==> config.mk <==
export PLATFORM = sky130hd
export DESIGN_NAME = divsqrt_arbiter_flat
export DESIGN_NICKNAME = d
export VERILOG_FILES = /design/src/rtl/divsqrt_arbiter_if.sv /design/src/rtl/divsqrt_arbiter.sv /design/src/flat_wrapper.sv
export SDC_FILE = /design/constraint.sdc
export NUM_CORES = 1
export LEC_CHECK = 0
export ABC_AREA = 0
export BUFFER_PORTS_ARGS = -buffer_cell sky130_fd_sc_hd__buf_4
export CORE_AREA = 2 2 196 198
export CTS_CLUSTER_DIAMETER = 120
export DETAILED_ROUTE_END_ITERATION = 12
export DIE_AREA = 0 0 198 200
export PLACE_DENSITY = 0.55
export SYNTH_ARGS = -nofsm -noshare
export SYNTH_HDL_FRONTEND = slang
export SYNTH_SLANG_ARGS = --single-unit
==> constraint.sdc <==
create_clock -name clk -period 5.2 [get_ports clk]
set_input_delay 0.78 -clock clk [delete_from_list [all_inputs] [get_ports clk]]
set_output_delay 0.78 -clock clk [all_outputs]
set_load 0.05 [all_outputs]
==> src/rtl/divsqrt_arbiter_if.sv <==
// rtl/divsqrt_arbiter_if.sv - requester and divider/sqrt unit signals of the shared divsqrt arbiter
interface divsqrt_arbiter_if #(
    parameter int NUM_REQ = 4,
    parameter int DATA_W  = 32
);
    logic [NUM_REQ-1:0]        req_valid;
    logic [NUM_REQ-1:0]        req_op;
    logic [NUM_REQ*DATA_W-1:0] req_n;
    logic [NUM_REQ*DATA_W-1:0] req_d;
    logic [NUM_REQ-1:0]        req_ready;

    logic                      div_in_valid;
    logic [DATA_W-1:0]         div_n;
    logic [DATA_W-1:0]         div_d;
    logic                      div_ready;
    logic                      div_out_valid;
    logic [DATA_W-1:0]         div_out;

    logic                      sqrt_in_valid;
    logic [DATA_W-1:0]         sqrt_n;
    logic                      sqrt_ready;
    logic                      sqrt_out_valid;
    logic [DATA_W-1:0]         sqrt_out;

    logic [NUM_REQ-1:0]        div_rsp_valid;
    logic [DATA_W-1:0]         div_rsp_data;
    logic [NUM_REQ-1:0]        sqrt_rsp_valid;
    logic [DATA_W-1:0]         sqrt_rsp_data;
    logic                      busy;
    logic                      err;

    modport slave (
        input  req_valid, req_op, req_n, req_d,
        input  div_ready, div_out_valid, div_out,
        input  sqrt_ready, sqrt_out_valid, sqrt_out,
        output req_ready, div_in_valid, div_n, div_d, sqrt_in_valid, sqrt_n,
        output div_rsp_valid, div_rsp_data, sqrt_rsp_valid, sqrt_rsp_data, busy, err
    );

    modport master (
        output req_valid, req_op, req_n, req_d,
        output div_ready, div_out_valid, div_out,
        output sqrt_ready, sqrt_out_valid, sqrt_out,
        input  req_ready, div_in_valid, div_n, div_d, sqrt_in_valid, sqrt_n,
        input  div_rsp_valid, div_rsp_data, sqrt_rsp_valid, sqrt_rsp_data, busy, err
    );
endinterface

==> src/rtl/divsqrt_arbiter.sv <==
// rtl/divsqrt_arbiter.sv - round-robin sharing of one divider and one sqrt unit among requesters
module divsqrt_tag_fifo #(
    parameter int DEPTH = 4,
    parameter int W     = 2
) (
    input  logic         clk,
    input  logic         rst,
    input  logic         push,
    input  logic [W-1:0] push_tag,
    input  logic         pop,
    output logic [W-1:0] head,
    output logic         full,
    output logic         empty
);
    localparam int AW = $clog2(DEPTH);

    logic [W-1:0]  mem [DEPTH];
    logic [AW-1:0] wr_ptr;
    logic [AW-1:0] rd_ptr;
    logic [AW:0]   count;

    always_ff @(posedge clk) begin
        if (push) mem[wr_ptr] <= push_tag;
    end

    always_ff @(posedge clk) begin
        if (rst) begin
            wr_ptr <= '0;
            rd_ptr <= '0;
            count  <= '0;
        end else begin
            if (push) wr_ptr <= wr_ptr + 1'b1;
            if (pop)  rd_ptr <= rd_ptr + 1'b1;
            if (push && !pop)      count <= count + 1'b1;
            else if (!push && pop) count <= count - 1'b1;
        end
    end

    assign head  = mem[rd_ptr];
    assign full  = (count == (AW+1)'(DEPTH));
    assign empty = (count == '0);
endmodule

module divsqrt_arbiter #(
    parameter int NUM_REQ = 4,
    parameter int DATA_W  = 32,
    parameter int MAX_OUT = 4
) (
    input logic              clk,
    input logic              rst,
    divsqrt_arbiter_if.slave bus
);
    localparam int IDW = (NUM_REQ > 1) ? $clog2(NUM_REQ) : 1;

    logic [IDW-1:0]     ptr;
    logic [IDW-1:0]     winner;
    logic               grant;
    logic               win_op;
    int                 idx;
    logic [NUM_REQ-1:0] cand;
    logic [NUM_REQ-1:0] req_ready;
    logic [DATA_W-1:0]  sel_n;
    logic [DATA_W-1:0]  sel_d;

    logic               div_iv, sqrt_iv;
    logic [DATA_W-1:0]  div_n_q, div_d_q, sqrt_n_q;
    logic [NUM_REQ-1:0] div_rsp_valid_q, sqrt_rsp_valid_q;
    logic [DATA_W-1:0]  div_rsp_data_q, sqrt_rsp_data_q;
    logic               err_q;

    logic               div_full, div_empty, sqrt_full, sqrt_empty;
    logic [IDW-1:0]     div_head, sqrt_head;
    logic               div_elig, sqrt_elig;
    logic               div_push, sqrt_push, div_pop, sqrt_pop;

    // A unit just strobed cannot take another operand on the following cycle.
    assign div_elig  = bus.div_ready  && !div_iv  && !div_full;
    assign sqrt_elig = bus.sqrt_ready && !sqrt_iv && !sqrt_full;

    always_comb begin
        cand = '0;
        for (int i = 0; i < NUM_REQ; i++) begin
            cand[i] = !rst && bus.req_valid[i] && (bus.req_op[i] ? sqrt_elig : div_elig);
        end
    end

    always_comb begin
        grant  = 1'b0;
        winner = '0;
        idx    = 0;
        for (int k = 0; k < NUM_REQ; k++) begin
            idx = int'(ptr) + k;
            if (idx >= NUM_REQ) idx = idx - NUM_REQ;
            if (!grant && cand[IDW'(idx)]) begin
                grant  = 1'b1;
                winner = IDW'(idx);
            end
        end
    end

    always_comb begin
        req_ready = '0;
        if (grant) req_ready[winner] = 1'b1;
    end

    assign win_op    = bus.req_op[winner];
    assign sel_n     = bus.req_n[int'(winner)*DATA_W +: DATA_W];
    assign sel_d     = bus.req_d[int'(winner)*DATA_W +: DATA_W];
    assign div_push  = grant && !win_op;
    assign sqrt_push = grant && win_op;
    assign div_pop   = bus.div_out_valid  && !div_empty;
    assign sqrt_pop  = bus.sqrt_out_valid && !sqrt_empty;

    divsqrt_tag_fifo #(.DEPTH(MAX_OUT), .W(IDW)) u_div_tags (
        .clk(clk), .rst(rst), .push(div_push), .push_tag(winner), .pop(div_pop),
        .head(div_head), .full(div_full), .empty(div_empty)
    );

    divsqrt_tag_fifo #(.DEPTH(MAX_OUT), .W(IDW)) u_sqrt_tags (
        .clk(clk), .rst(rst), .push(sqrt_push), .push_tag(winner), .pop(sqrt_pop),
        .head(sqrt_head), .full(sqrt_full), .empty(sqrt_empty)
    );

    always_ff @(posedge clk) begin
        if (rst) begin
            ptr              <= '0;
            div_iv           <= 1'b0;
            sqrt_iv          <= 1'b0;
            div_n_q          <= '0;
            div_d_q          <= '0;
            sqrt_n_q         <= '0;
            div_rsp_valid_q  <= '0;
            div_rsp_data_q   <= '0;
            sqrt_rsp_valid_q <= '0;
            sqrt_rsp_data_q  <= '0;
            err_q            <= 1'b0;
        end else begin
            div_iv  <= div_push;
            sqrt_iv <= sqrt_push;
            if (grant) begin
                ptr <= (winner == IDW'(NUM_REQ - 1)) ? '0 : winner + 1'b1;
                if (win_op) begin
                    sqrt_n_q <= sel_n;
                end else begin
                    div_n_q <= sel_n;
                    div_d_q <= sel_d;
                end
            end
            div_rsp_valid_q  <= '0;
            sqrt_rsp_valid_q <= '0;
            if (div_pop) begin
                div_rsp_valid_q[div_head] <= 1'b1;
                div_rsp_data_q            <= bus.div_out;
            end
            if (sqrt_pop) begin
                sqrt_rsp_valid_q[sqrt_head] <= 1'b1;
                sqrt_rsp_data_q             <= bus.sqrt_out;
            end
            // A result with no owner is dropped and flagged.
            if ((bus.div_out_valid && div_empty) || (bus.sqrt_out_valid && sqrt_empty)) err_q <= 1'b1;
        end
    end

    assign bus.req_ready      = req_ready;
    assign bus.div_in_valid   = div_iv;
    assign bus.div_n          = div_n_q;
    assign bus.div_d          = div_d_q;
    assign bus.sqrt_in_valid  = sqrt_iv;
    assign bus.sqrt_n         = sqrt_n_q;
    assign bus.div_rsp_valid  = div_rsp_valid_q;
    assign bus.div_rsp_data   = div_rsp_data_q;
    assign bus.sqrt_rsp_valid = sqrt_rsp_valid_q;
    assign bus.sqrt_rsp_data  = sqrt_rsp_data_q;
    assign bus.err            = err_q;
    assign bus.busy           = (|bus.req_valid) || !div_empty || !sqrt_empty || div_iv || sqrt_iv;
endmodule

==> src/flat_wrapper.sv <==
// flat-port wrapper written by rule: the top's interface ports become plain ports
module divsqrt_arbiter_flat 
#(
    parameter int NUM_REQ = 4,
    parameter int DATA_W  = 32,
    parameter int MAX_OUT = 4
)
  (clk, rst, bus_req_valid, bus_req_op, bus_req_n, bus_req_d, bus_div_ready, bus_div_out_valid, bus_div_out, bus_sqrt_ready, bus_sqrt_out_valid, bus_sqrt_out, bus_req_ready, bus_div_in_valid, bus_div_n, bus_div_d, bus_sqrt_in_valid, bus_sqrt_n, bus_div_rsp_valid, bus_div_rsp_data, bus_sqrt_rsp_valid, bus_sqrt_rsp_data, bus_busy, bus_err);
  divsqrt_arbiter_if #(.NUM_REQ(NUM_REQ), .DATA_W(DATA_W)) bus_i ();
  input logic clk;
  input logic rst;
  input wire logic [$bits(bus_i.req_valid)-1:0] bus_req_valid;
  input wire logic [$bits(bus_i.req_op)-1:0] bus_req_op;
  input wire logic [$bits(bus_i.req_n)-1:0] bus_req_n;
  input wire logic [$bits(bus_i.req_d)-1:0] bus_req_d;
  input wire logic [$bits(bus_i.div_ready)-1:0] bus_div_ready;
  input wire logic [$bits(bus_i.div_out_valid)-1:0] bus_div_out_valid;
  input wire logic [$bits(bus_i.div_out)-1:0] bus_div_out;
  input wire logic [$bits(bus_i.sqrt_ready)-1:0] bus_sqrt_ready;
  input wire logic [$bits(bus_i.sqrt_out_valid)-1:0] bus_sqrt_out_valid;
  input wire logic [$bits(bus_i.sqrt_out)-1:0] bus_sqrt_out;
  output wire logic [$bits(bus_i.req_ready)-1:0] bus_req_ready;
  output wire logic [$bits(bus_i.div_in_valid)-1:0] bus_div_in_valid;
  output wire logic [$bits(bus_i.div_n)-1:0] bus_div_n;
  output wire logic [$bits(bus_i.div_d)-1:0] bus_div_d;
  output wire logic [$bits(bus_i.sqrt_in_valid)-1:0] bus_sqrt_in_valid;
  output wire logic [$bits(bus_i.sqrt_n)-1:0] bus_sqrt_n;
  output wire logic [$bits(bus_i.div_rsp_valid)-1:0] bus_div_rsp_valid;
  output wire logic [$bits(bus_i.div_rsp_data)-1:0] bus_div_rsp_data;
  output wire logic [$bits(bus_i.sqrt_rsp_valid)-1:0] bus_sqrt_rsp_valid;
  output wire logic [$bits(bus_i.sqrt_rsp_data)-1:0] bus_sqrt_rsp_data;
  output wire logic [$bits(bus_i.busy)-1:0] bus_busy;
  output wire logic [$bits(bus_i.err)-1:0] bus_err;
  assign bus_i.req_valid = bus_req_valid;
  assign bus_i.req_op = bus_req_op;
  assign bus_i.req_n = bus_req_n;
  assign bus_i.req_d = bus_req_d;
  assign bus_i.div_ready = bus_div_ready;
  assign bus_i.div_out_valid = bus_div_out_valid;
  assign bus_i.div_out = bus_div_out;
  assign bus_i.sqrt_ready = bus_sqrt_ready;
  assign bus_i.sqrt_out_valid = bus_sqrt_out_valid;
  assign bus_i.sqrt_out = bus_sqrt_out;
  assign bus_req_ready = bus_i.req_ready;
  assign bus_div_in_valid = bus_i.div_in_valid;
  assign bus_div_n = bus_i.div_n;
  assign bus_div_d = bus_i.div_d;
  assign bus_sqrt_in_valid = bus_i.sqrt_in_valid;
  assign bus_sqrt_n = bus_i.sqrt_n;
  assign bus_div_rsp_valid = bus_i.div_rsp_valid;
  assign bus_div_rsp_data = bus_i.div_rsp_data;
  assign bus_sqrt_rsp_valid = bus_i.sqrt_rsp_valid;
  assign bus_sqrt_rsp_data = bus_i.sqrt_rsp_data;
  assign bus_busy = bus_i.busy;
  assign bus_err = bus_i.err;
  divsqrt_arbiter #(.NUM_REQ(NUM_REQ), .DATA_W(DATA_W), .MAX_OUT(MAX_OUT)) u_core (.clk(clk), .rst(rst), .bus(bus_i));
endmodule
After elaboration in Yosys (flattened, before gate mapping):

Memory sizes are Yosys's and may differ from the RTL's. A register that Yosys moved wholly into a read port is not among the register bits.
Index checks and enable logic that the tools add are counted.

* register bits after elaboration: 187
* memory bits (writable): 16
* input bits: 334
* output and inout port bits: 176
* memories kept: 2

* add/sub/neg operators: 16
* $lt $le $gt $ge: 14
* equality and inequality tests: 3
* shift operators: 2
* multiplexer cells: 50
* bitwise logic cells: 3
* reduce and logical (&&, ||, !) cells: 57

Memory list
* u_core.u_div_tags.mem: words 4, width 2, rd ports 1, clocked after Yosys merged registers in 1, wr ports 1, line divsqrt_arbiter.sv:17 `logic [W-1:0] mem [DEPTH];`
* u_core.u_sqrt_tags.mem: words 4, width 2, rd ports 1, clocked after Yosys merged registers in 1, wr ports 1, line divsqrt_arbiter.sv:17

Operators by type and width (number)
* $shiftx A128 B8 Y32: 2
* $logic_and A1 B1 Y1: 28
* $mux W2: 13
* $mux W1: 24
* $lt A2 B4 Y1 const B: 4
* $logic_not A1 Y1: 15
* $mux W3: 4
* $add A2 B1 Y2 const B: 5
* $bmux W1 S2: 5
* $ge A3 B3 Y1 const B: 3
* $lt A2 B3 Y1 const B: 3
* $sub A2 B1 Y2 const B: 4
* $add A2 B2 Y3 const B: 2
* $add A3 B1 Y3 const B: 2
* $demux W1 S2: 3
* $eq A3 B3 Y1 const B: 2
* $ge A2 B1 Y1 const B: 3
* $logic_not A3 Y1: 2
* $sub A3 B1 Y3 const B: 2
* $logic_or A1 B1 Y1: 5
* $mux W4: 1
* $reduce_and A2 Y1: 2
* $reduce_bool A2 Y1: 2
* $reduce_or A2 Y1: 2
* other kinds (5): 7

Logic depth before layout (Yosys ltp):

Gate-level depths: netlist of run 1.

* word-level depth: 26
* depth in mapped cells: 16

Hierarchy:

A second synthesis of run 1 with hierarchy kept.

* cells, all modules: 1058
* area, all modules: 10095.9 µm²

Modules (own cells, without submodules)
* divsqrt_arbiter: times used 1, cells an instance 950, area an instance 8667.1 µm², seq. area each 3463.3 µm²
* divsqrt_tag_fifo: times used 2, cells an instance 54, area an instance 714.4 µm², seq. area each 420.4 µm²

Worst setup path after synthesis of run 1:

No wires, ideal clock.

* path kind: input -> register
* start point: in bus_div_ready
* end point: reg u_core.u_div_tags.count[2]
* arrival: 3.949 ns
* slack: 1.180 ns
* cell stages on the path: 15
* buffers on the path: 2
* cell sequence: nand2b_1 or3_1 a2111o_1 o21a_1 o211ai_2 mux2_4 o22ai_1 buf_6 buf_2 ha_1 inv_1 fa_1 xor2_1 or3_1 a21oi_1

* word-level cells in the longest chain between the ends: 24

RTL lines
* from (decl): line flat_wrapper.sv:16 `input wire logic [$bits(bus_i.div_ready)-1:0] bus_div_ready;`
* $logic_and A1 B1 Y1 (*) (2 in series): line divsqrt_arbiter.sv:77 `assign div_elig = bus.div_ready && !div_iv && !div_full;`
* $mux W1: line divsqrt_arbiter.sv:83 `cand[i] = !rst && bus.req_valid[i] && (bus.req_op[i] ? sqrt_elig : div_elig);`
* $logic_and A1 B1 Y1: line divsqrt_arbiter.sv:83
* $bmux W1 S2: line divsqrt_arbiter.sv:94 `if (!grant && cand[IDW'(idx)]) begin`
* $mux W1 (implied by the code) (2 in series): line divsqrt_arbiter.sv:94
* $mux W1: line divsqrt_arbiter.sv:94
* $logic_not A1 Y1: line divsqrt_arbiter.sv:94
* $logic_and A1 B1 Y1: line divsqrt_arbiter.sv:94
* [7 not listed]
* $bmux W1 S2: line divsqrt_arbiter.sv:106 `assign win_op = bus.req_op[winner];`
* $mux W1 (implied by the code): line divsqrt_arbiter.sv:106
* $logic_not A1 Y1: line divsqrt_arbiter.sv:109 `assign div_push = grant && !win_op;`
* $logic_and A1 B1 Y1 (*): line divsqrt_arbiter.sv:109
* net u_core.div_push: line divsqrt_arbiter.sv:74 `logic div_push, sqrt_push, div_pop, sqrt_pop;`
* $logic_not A1 Y1: line divsqrt_arbiter.sv:35 `else if (!push && pop) count <= count - 1'b1;`
* $logic_and A1 B1 Y1: line divsqrt_arbiter.sv:35
* $reduce_bool A2 Y1 (no source line)
* to (signal assigned): line divsqrt_arbiter.sv:34 `if (push && !pop) count <= count + 1'b1;`
* to (signal assigned): line divsqrt_arbiter.sv:35
* to (decl): line divsqrt_arbiter.sv:20 `logic [AW:0] count;`

The timed path passes the listed nets; every way through them passes the cells marked *. The select of a mux whose other input is x is not followed.
A chain may end at the register's enable or synchronous reset.

Worst setup path after layout of run 1:

* start point: reg u_core.div_iv (netlist: u_core.bus.div_in_valid)
* end point: out bus_req_ready[3]

* word-level cells in the longest chain between the ends: 23

RTL lines
* from (decl): line divsqrt_arbiter.sv:65 `logic div_iv, sqrt_iv;`
* from (signal assigned): line divsqrt_arbiter.sv:138 `div_iv <= div_push;`
* $logic_not A1 Y1 (*): line divsqrt_arbiter.sv:77
* $logic_and A1 B1 Y1 (*) (2 in series): line divsqrt_arbiter.sv:77
* $mux W1: line divsqrt_arbiter.sv:83
* $logic_and A1 B1 Y1: line divsqrt_arbiter.sv:83
* $bmux W1 S2: line divsqrt_arbiter.sv:94
* $mux W1 (implied by the code) (2 in series): line divsqrt_arbiter.sv:94
* $mux W1: line divsqrt_arbiter.sv:94
* $logic_not A1 Y1: line divsqrt_arbiter.sv:94
* [5 not listed]
* $logic_not A1 Y1: line divsqrt_arbiter.sv:94
* $logic_and A1 B1 Y1: line divsqrt_arbiter.sv:94
* $mux W2: line divsqrt_arbiter.sv:94
* $lt A2 B3 Y1 (implied by the code) or $ge A2 B1 Y1 (tied branches): line divsqrt_arbiter.sv:103 `if (grant) req_ready[winner] = 1'b1;`
* $logic_and A1 B1 Y1 (implied by the code): line divsqrt_arbiter.sv:103
* $mux W1 (implied by the code): line divsqrt_arbiter.sv:103
* $demux W1 S2
* $mux W4 (*): line divsqrt_arbiter.sv:103
* to (decl): line flat_wrapper.sv:22 `output wire logic [$bits(bus_i.req_ready)-1:0] bus_req_ready;`

Every way passes the cells marked *; elsewhere a longest branch is shown, timed or not. The select of a mux whose other input is x is not followed.

==> results of run 1 <==
[critical path, delay by kind of cell (launching register included)]
| family | cells | cell delay (ps) |
|---|---|---|
| AOI/OAI and AO/OA | 3 | 770 |
| and+or+nand+nor | 3 | 740 |
| buffers and inverters | 2 | 610 |
| adders and majority gates | 1 | 340 |
| DFF | 1 | 330 |
[power by group]
part           internal [uW]  switching (uW)
Clock                    980             663
Sequential              1900             180
Combinational           1140            1810
Total                   4030            2650
[worst paths after layout]
check                                             startpoint                            to  cells past startpoint
worst max-delay path                 u_core.bus.div_in_valid              bus_req_ready[3]                      9
worst min-delay path            u_core.bus.sqrt_rsp_data[28]  u_core.bus.sqrt_rsp_data[28]                      2
worst max register to register   u_core.u_sqrt_tags.count[0]    u_core.u_div_tags.count[2]                     14
worst min register to register  u_core.bus.sqrt_rsp_data[28]  u_core.bus.sqrt_rsp_data[28]                      2
[layer usage]
| layer | global-route usage, % | part of all wire, % |
|---|---|---|
| met1 | 17.4 | 39 |
| met2 | 28.2 | 50 |
| met3 | 4.20 | 7.7 |
| met4 | 6.21 | 3.2 |
| met5 | 0 | 0 |
[flip-flops by register name (all words and copies together) (netlist names), named ones only]
signal / cells
u_core.bus.sqrt_rsp_data: 32
u_core.bus.div_d: 32
u_core.bus.div_n: 32
u_core.bus.sqrt_n: 32
u_core.ptr: 2
u_core.u_sqrt_tags.wr_ptr: 2
u_core.bus.div_rsp_data: 32
u_core.bus.err: 1
u_core.bus.div_in_valid: 1
u_core.u_div_tags.count: 3
u_core.bus.sqrt_rsp_valid: 4
u_core.u_sqrt_tags.count: 3
u_core.u_sqrt_tags.mem: 8
u_core.u_sqrt_tags.rd_ptr: 2
u_core.bus.sqrt_in_valid: 1
u_core.u_div_tags.mem: 8
u_core.u_div_tags.rd_ptr: 2
u_core.u_div_tags.wr_ptr: 2
u_core.bus.div_rsp_valid: 4
[metrics by stage]
step           std cells  util [%]  total power (uW)  cell area (sq um)
2_1_floorplan       1062         -              4210              10400
6_report            2067      41.0              6680              15300
3_3_place_gp        2023      38.9              5070              14500
5_1_grt             2067      41.0              7070              15300
3_5_place_dp        2023      38.9              5110              14500
4_1_cts             2066      41.0              6800              15300
[layout make-up]
class	count	area (sq um)	area share, %
sequential	207	4300	28.1
clock buffer	40	751	4.90
inverter	74	284	1.85
multi-input combinational	712	5400	35.2
antenna	1	2.50	0.0163
tap	511	639	4.17
clock inverter	3	30.0	0.196
timing repair buffer	519	3930	25.6
[cells in the final DEF, fill, tap and decap left out, types with 2 or more instances in the layout]
master	n
clkinv_1	2
inv_1	70
xnor2_1	4
o21ai_0	2
o21a_1	2
and2_1	13
mux4_2	4
fa_1	2
clkbuf_16	24
ha_1	14
o32ai_1	2
a22o_1	2
nor2_2	8
clkbuf_1	7
nand3b_1	4
nand2_1	139
xor2_1	6
nand2b_1	2
nor2_1	112
nor3b_2	2
mux2_2	61
dfxtp_1	191
edfxtp_1	16
clkinv_2	2
a21oi_1	69
mux2i_1	197
nor2b_1	2
nor4_1	3
nor3_1	4
clkbuf_8	9
buf_12	2
and3_1	2
mux2_4	37
buf_4	516
or3_1	5
nor2b_2	2
[cell families after synthesis]
family                   synth area share, %
XOR/XNOR                               0.843
AO/OA/AOI/OAI                           4.85
AND/OR/NAND/NOR                         12.2
buffers and inverters                   6.81
multiplexers                            31.8
flip-flops                              41.4
adder cells (fa/ha/maj)                 2.07
==> results.md, run 1 <==
Critical path:
- Traced cell by cell, the critical path runs through nand2b_1 > or3_1 > a21oi_1 > a21oi_1 > o211ai_2 > clkinv_2 > ha_1 > and2_1 > buf_4.
- The most numerous cell on the critical path is a21oi_1.
- The setup path with the least slack is of type register to output port.
- Setup slack on the worst reg-to-reg path comes out at 1440 ps.
- The worst setup path is launched from a register.
- The required time of the critical path is 4420 ps.
- The maximum net fanout on the critical path is 19.
- The signal arrival time at the worst endpoint is 3310 ps.
- The longest individual stage delay on the worst path is 420 ps.
- The worst setup path is captured at an output port.
- The slowest stage cell on the critical path is clkinv_2.

Cells and area:
- The number of fill cells is 3766.
- Relative to the synthesized area, the layout overhead comes to 47.6%.
- The number of nets in the layout is 1888.
- Of the cells placed in the final design, the portion with a size suffix greater than 1 is 43.5%.

Timing:
- After layout, the minimum clock period comes to 4090 ps.
- After layout, the worst setup slack is 1110 ps.
- Static timing analysis puts the maximum clock frequency at 245 MHz.
- The count of pins over their slew limit is 0.
- The hold violation total from the final report is 0.
- The share of the clock period used by the worst path is 78.6%.
- Summed over all failing endpoints, the final setup total negative slack is 0 ps.
- The remaining max-slew budget at the tightest pin is 32.0%.
- The final count of negative-setup-slack endpoints is 0.
- The worst hold slack is 453 ps.
- Setup repair after global routing left no endpoint under its margin.
- The worst clock skew is 19.3 ps.
- The slew of the pin with the lowest slew margin is 1010 ps.

Floorplanning:
- The die span in y is 200 um.
- The core area is 37400 sq um.
- The die covers 39600 sq um.
- The initialized floorplan defines 71 standard-cell rows.
- The number of top-level pins is 510.
- The starting density of the core is 27.8%.
- The die width is 198 um.

Global routing:
- The initial antenna violation count is 1.
- Global routing used 15.6% of the available tracks.
- The total overflow reported by the global router is 0.
- Entering global routing, the biggest net connects 93 pins.
- The number of global-route vias before repair came to 8794.
- The wire length of the first global-routing pass is 48.4 mm.

Clock tree:
- After clock tree synthesis, the setup repair step added 0 buffers.
- For this design, the CTS-stage hold fixing added 0 buffers.
- The number of buffers on the longest clock path is 3.
- The number of clock sinks is 207.
- The clock-pin slew reported for the worst setup and hold paths after clock tree synthesis is 60 ps.
- Once the clock tree was built, the resizer swapped 0 gates to a different size.
- The TritonCTS clock tree is built.
- The number of levels in the clock H-tree is 1.
- The cell at the root of the clock tree is clkbuf_16.
- The number of buffers inserted during clock tree synthesis is 24.
- At the later pin of the worst-skew pair, clock insertion delay measures 520 ps.

Detailed routing:
- The per-cell routed wire length is 16.0 um.
- After detailed routing, the number of remaining DRC violations is 0.
- The detailed router placed 8983 vias in this run.
- For this run, the detailed router's first-pass iteration total came to 4.
- Using the TritonRoute via totals, the vias-per-cell ratio works out to 4.35.
- The number of nets with antenna violations after routing is 0.
- The total wirelength of the detailed-routed design is 33.0 mm.
- The number of DRC violations after detailed-routing iteration 0 is 301.

Synthesis:
- The sequential area share after synthesis is 41.4%.
- The share of async-settable or async-resettable flops after synthesis is 0%.
- The net count of the mapped netlist is 1412.
- Counting distinct cell types in the post-synthesis netlist gives 48.
- The fraction of synthesized cell area taken by the top area cell type is 36.8%.
- After synthesis the netlist holds a flip-flop and latch count of 207.
- The most repeated cell in the gate-level netlist after synthesis is mux2i_1.
- The commonest cells after synthesis are 197 x mux2i_1, 191 x dfxtp_1, 139 x nand2_1, 112 x nor2_1, 70 x inv_1.
- For this run, the number of Yosys warnings is 0.
- After synthesis, the mean cell area works out to 9.78 sq um.
- The post-synth design cell area is 10400 sq um.
- The gate count after technology mapping is 1062.
- Sorting the synthesized cells by area gives the leading types as dfxtp_1 37%, mux2i_1 19%, mux2_2 6.6%.
- The cell type contributing the most total cell area after synthesis is dfxtp_1.
- For this run, the leading register cell type out of synthesis is dfxtp_1.
- The number of enable flip-flop cells after synthesis is 16.

Placed design:
- Port buffering added 509 buffers.
- The final weighted congestion in routability-driven placement is 0.785.
- Summed over all nets, the half-perimeter wirelength after detailed placement is 25.1 mm.
- The post-place setup slack is 958 ps.

Status:
- The flow ran to the end, and the final reports show no timing, DRC or antenna violations.

Pwr:
- The power density over cell area is 436 nW/um^2.
- IR analysis of the VDD net gives a maximum drop of 0.000181 V.
- In this run the static leakage power is 0.00739 uW.

Hold path:
- The kind of path behind the tightest hold check is register to register.

Run:
- The number of violations of the max-capacitance limit is 0.
Power figures use the tool's default switching activity.
==> run 2: changes to the inputs <==
- PLACE_DENSITY: 0.55 -> 0.57
- clock period: 5.2 -> 3.7 ns (I/O delays scaled with it)
==> results.md, run 2 (same netlist as run 1, synthesis figures left out) <==
Timing:
- The clock period could shrink to 3550 ps.
- The count of pins over their slew limit is 0 (unchanged).
- The worst clock skew is 17.7 ps (was 19.3 ps).
- Dividing the final minimum period by the clock period gives 95.9%.
- The slew of the pin with the lowest slew margin is 884 ps (was 1010 ps).
- The remaining max-slew budget at the tightest pin came to 41.1% (was 32.0%).
- The post-route setup TNS came to 0 ps (unchanged).
- Unrepaired setup endpoints after global routing: true (was false).
- The final count of negative-setup-slack endpoints is 0 (unchanged).
- Based on the critical path, the design can be clocked at up to 282 MHz.
- The hold violation total from the final report is 0 (unchanged).

Run:
- The number of violations of the max-capacitance limit is 0 (unchanged).

Detailed routing:
- The per-cell routed wire length is 15.6 um (was 16.0 um).
- The remaining routing DRC violations is 0 (unchanged).
- The routed length on met3 is 2.49 mm (was 2.55 mm).
- The length of the first detailed-routing pass in iterations is 6 (was 4).
- The total wirelength of the detailed-routed design is 32.4 mm (was 33.0 mm).
- The number of DRC violations after detailed-routing iteration 0 was 221 (was 301).
- The routed via count is 9027 (was 8983).
- The number of nets with antenna violations after routing came to 0 (unchanged).
- The mean number of vias per cell is 4.34 (was 4.35).
- The wire length on met2 is 16.2 mm (was 16.7 mm).
- The uppermost layer routed is met4 (unchanged).
- The wire length on met1 is 12.9 mm (was 12.7 mm).

Clock tree:
- The clock-pin slew reported for the worst setup and hold paths after clock tree synthesis was 60 ps (about the same).
- The number of buffers inserted during clock tree synthesis is 25 (was 24).
- The number of clock sinks is 207 (unchanged).
- The clock latency reported for the late side of the worst-skew pair is 540 ps (was 520 ps).
- The TritonCTS clock tree is built (unchanged).
- The number of buffers on the longest clock path is 3 (unchanged).
- The number of levels in the clock H-tree is 1 (unchanged).
- The cell at the root of the clock tree is clkbuf_16 (unchanged).

Floorplanning:
- The number of top-level pins is 510 (unchanged).
- The placement row count is 71 (unchanged).
- The core area is 37400 sq um (unchanged).
- The starting density of the core is 27.8% (unchanged).
- The die span in y is 200 um (unchanged).
- The area enclosed by the die boundary was 39600 sq um (unchanged).
- The die width is 198 um (unchanged).

Placed design:
- The post-DP HPWL is 24.7 mm (was 25.1 mm).
- The count of port buffers added during placement is 509 (unchanged).
- The final weighted congestion in routability-driven placement is 0.826 (was 0.785).

Critical path:
- The element type at the critical path end is an output port (unchanged).
- The kind of critical path was register to output port (unchanged).
- The type of origin of the critical path is a register (unchanged).
- The required time of the critical path is 3140 ps (was 4420 ps).
- The maximum net fanout on the critical path was 16 (was 19).
- The signal arrival time at the worst endpoint was 2990 ps (was 3310 ps).

Cells and area:
- Highest-count cells in the layout ignoring fill and taps: 525 x buf_4, 197 x mux2i_1, 189 x dfxtp_1 (was 516 x buf_4, 197 x mux2i_1, 191 x dfxtp_1).
- The number of antenna repair diodes was 0 (was 1).
- The area growth from synthesis to final layout is 49.8% (was 47.6%).
- The most common cell after layout, fill and taps aside is buf_4 (unchanged).
- The fraction of layout cells with a size suffix above 1 is 44.2% (was 43.5%).
- The number of nets in the layout is 1901 (was 1888).
- The share of the core filled with cells was 41.6% (was 41.0%).
- The number of fill cells is 3655 (was 3766).

Global routing:
- The overall routing resource usage was 15.3% (was 15.6%).
- The number of global-route vias before repair came to 8966 (was 8794).
- The maximum number of pins on one net before global-route repair was 84 (was 93).
- The wire length of the first global-routing pass is 48.3 mm (was 48.4 mm).
- The total overflow reported by the global router is 0 (unchanged).
- The initial antenna violation count came to 0 (was 1).

Hold path:
- The kind of path behind the tightest hold check was input pin to register (was register to register).

Pwr:
- The total leakage power came to 0.00751 uW (was 0.00739 uW).
- The maximum ir drop on the vdd rail is 0.000253 V (was 0.000181 V).
- The power density over cell area came to 625 nW/um^2 (was 436 nW/um^2).

Status:
- Outcome: completed (unchanged).
==> run 2: cell count changes in the layout (fill, tap and decap cells not counted), sizes merged <==
cell,delta
inv,+3
buf,+12
bufinv,+4
clkinv,+2
clkbuf,-7
diode,-1
clkinvlp,+1
==> run 2: layout make-up <==
class | count | area (sq um) | area share (%)
clock buffer | 33 | 696 | 4.47
clock inverter | 13 | 188 | 1.21
inverter | 74 | 288 | 1.85
multi-input combinational | 712 | 5400 | 34.7
sequential | 207 | 4310 | 27.7
tap | 511 | 639 | 4.11
timing repair buffer | 531 | 4040 | 26.0
==> run 2: what timing repair did <==
item	in CTS	in global routing
endpoints found under the setup margin	2	2
hold buffers	0	0
setup buffers	0	0
gates resized for setup	1	2
endpoints found under the hold margin	0	0
==> run 2: through the flow <==
stage	area [sq um]	worst slack, ps	hold WS, ps	total power [uW]	instances
finish	15600	153	265	9720	2081
global route	15600	-13.5	240	10300	2081
CTS	15600	20.8	230	9880	2081
detailed placement	14700	45.2	447	7190	2035
global placement	14700	90.6	442	7140	2035
floorplan	10400	8.54	465	5920	1062
==> run 2: path summary, 6_finish.rpt <==
check	start	to	slack (ps)	cells past startpoint
setup reg to reg	u_core.u_sqrt_tags.count[2]	u_core.u_div_tags.count[2]	250	13
hold reg to reg	u_core.bus.sqrt_rsp_data[28]	u_core.bus.sqrt_rsp_data[28]	450	2
hold / removal	bus_div_out[11]	u_core.bus.div_rsp_data[11]	260	3
setup / recovery	u_core.u_sqrt_tags.count[2]	bus_req_ready[2]	150	10
==> run 2: per-layer routing <==
| metal | vias to the layer above | track usage (%) |
|---|---|---|
| met1 | 4106 | 17.7 |
| met4 | 0 | 4.43 |
| met2 | 337 | 27.8 |
| met3 | 46 | 4.17 |
| met5 | - | 0 |
| li1 | 4538 | - |
==> run 2: power by group <==
part	switching (uW)	total (uW)	internal, uW
clock	1010	2620	1610
combinational	2530	4170	1640
sequential	248	2930	2680
total	3790	9720	5930
==> run 2: worst max-delay path, stage by stage (launching register included) <==
cell	delay (ps)
dfxtp_1	320
nor3b_2	180
or3_1	370
a2111o_1	460
o21a_1	130
o211ai_2	110
buf_4	190
clkinv_4	150
ha_1	220
and2_1	130
buf_4	190
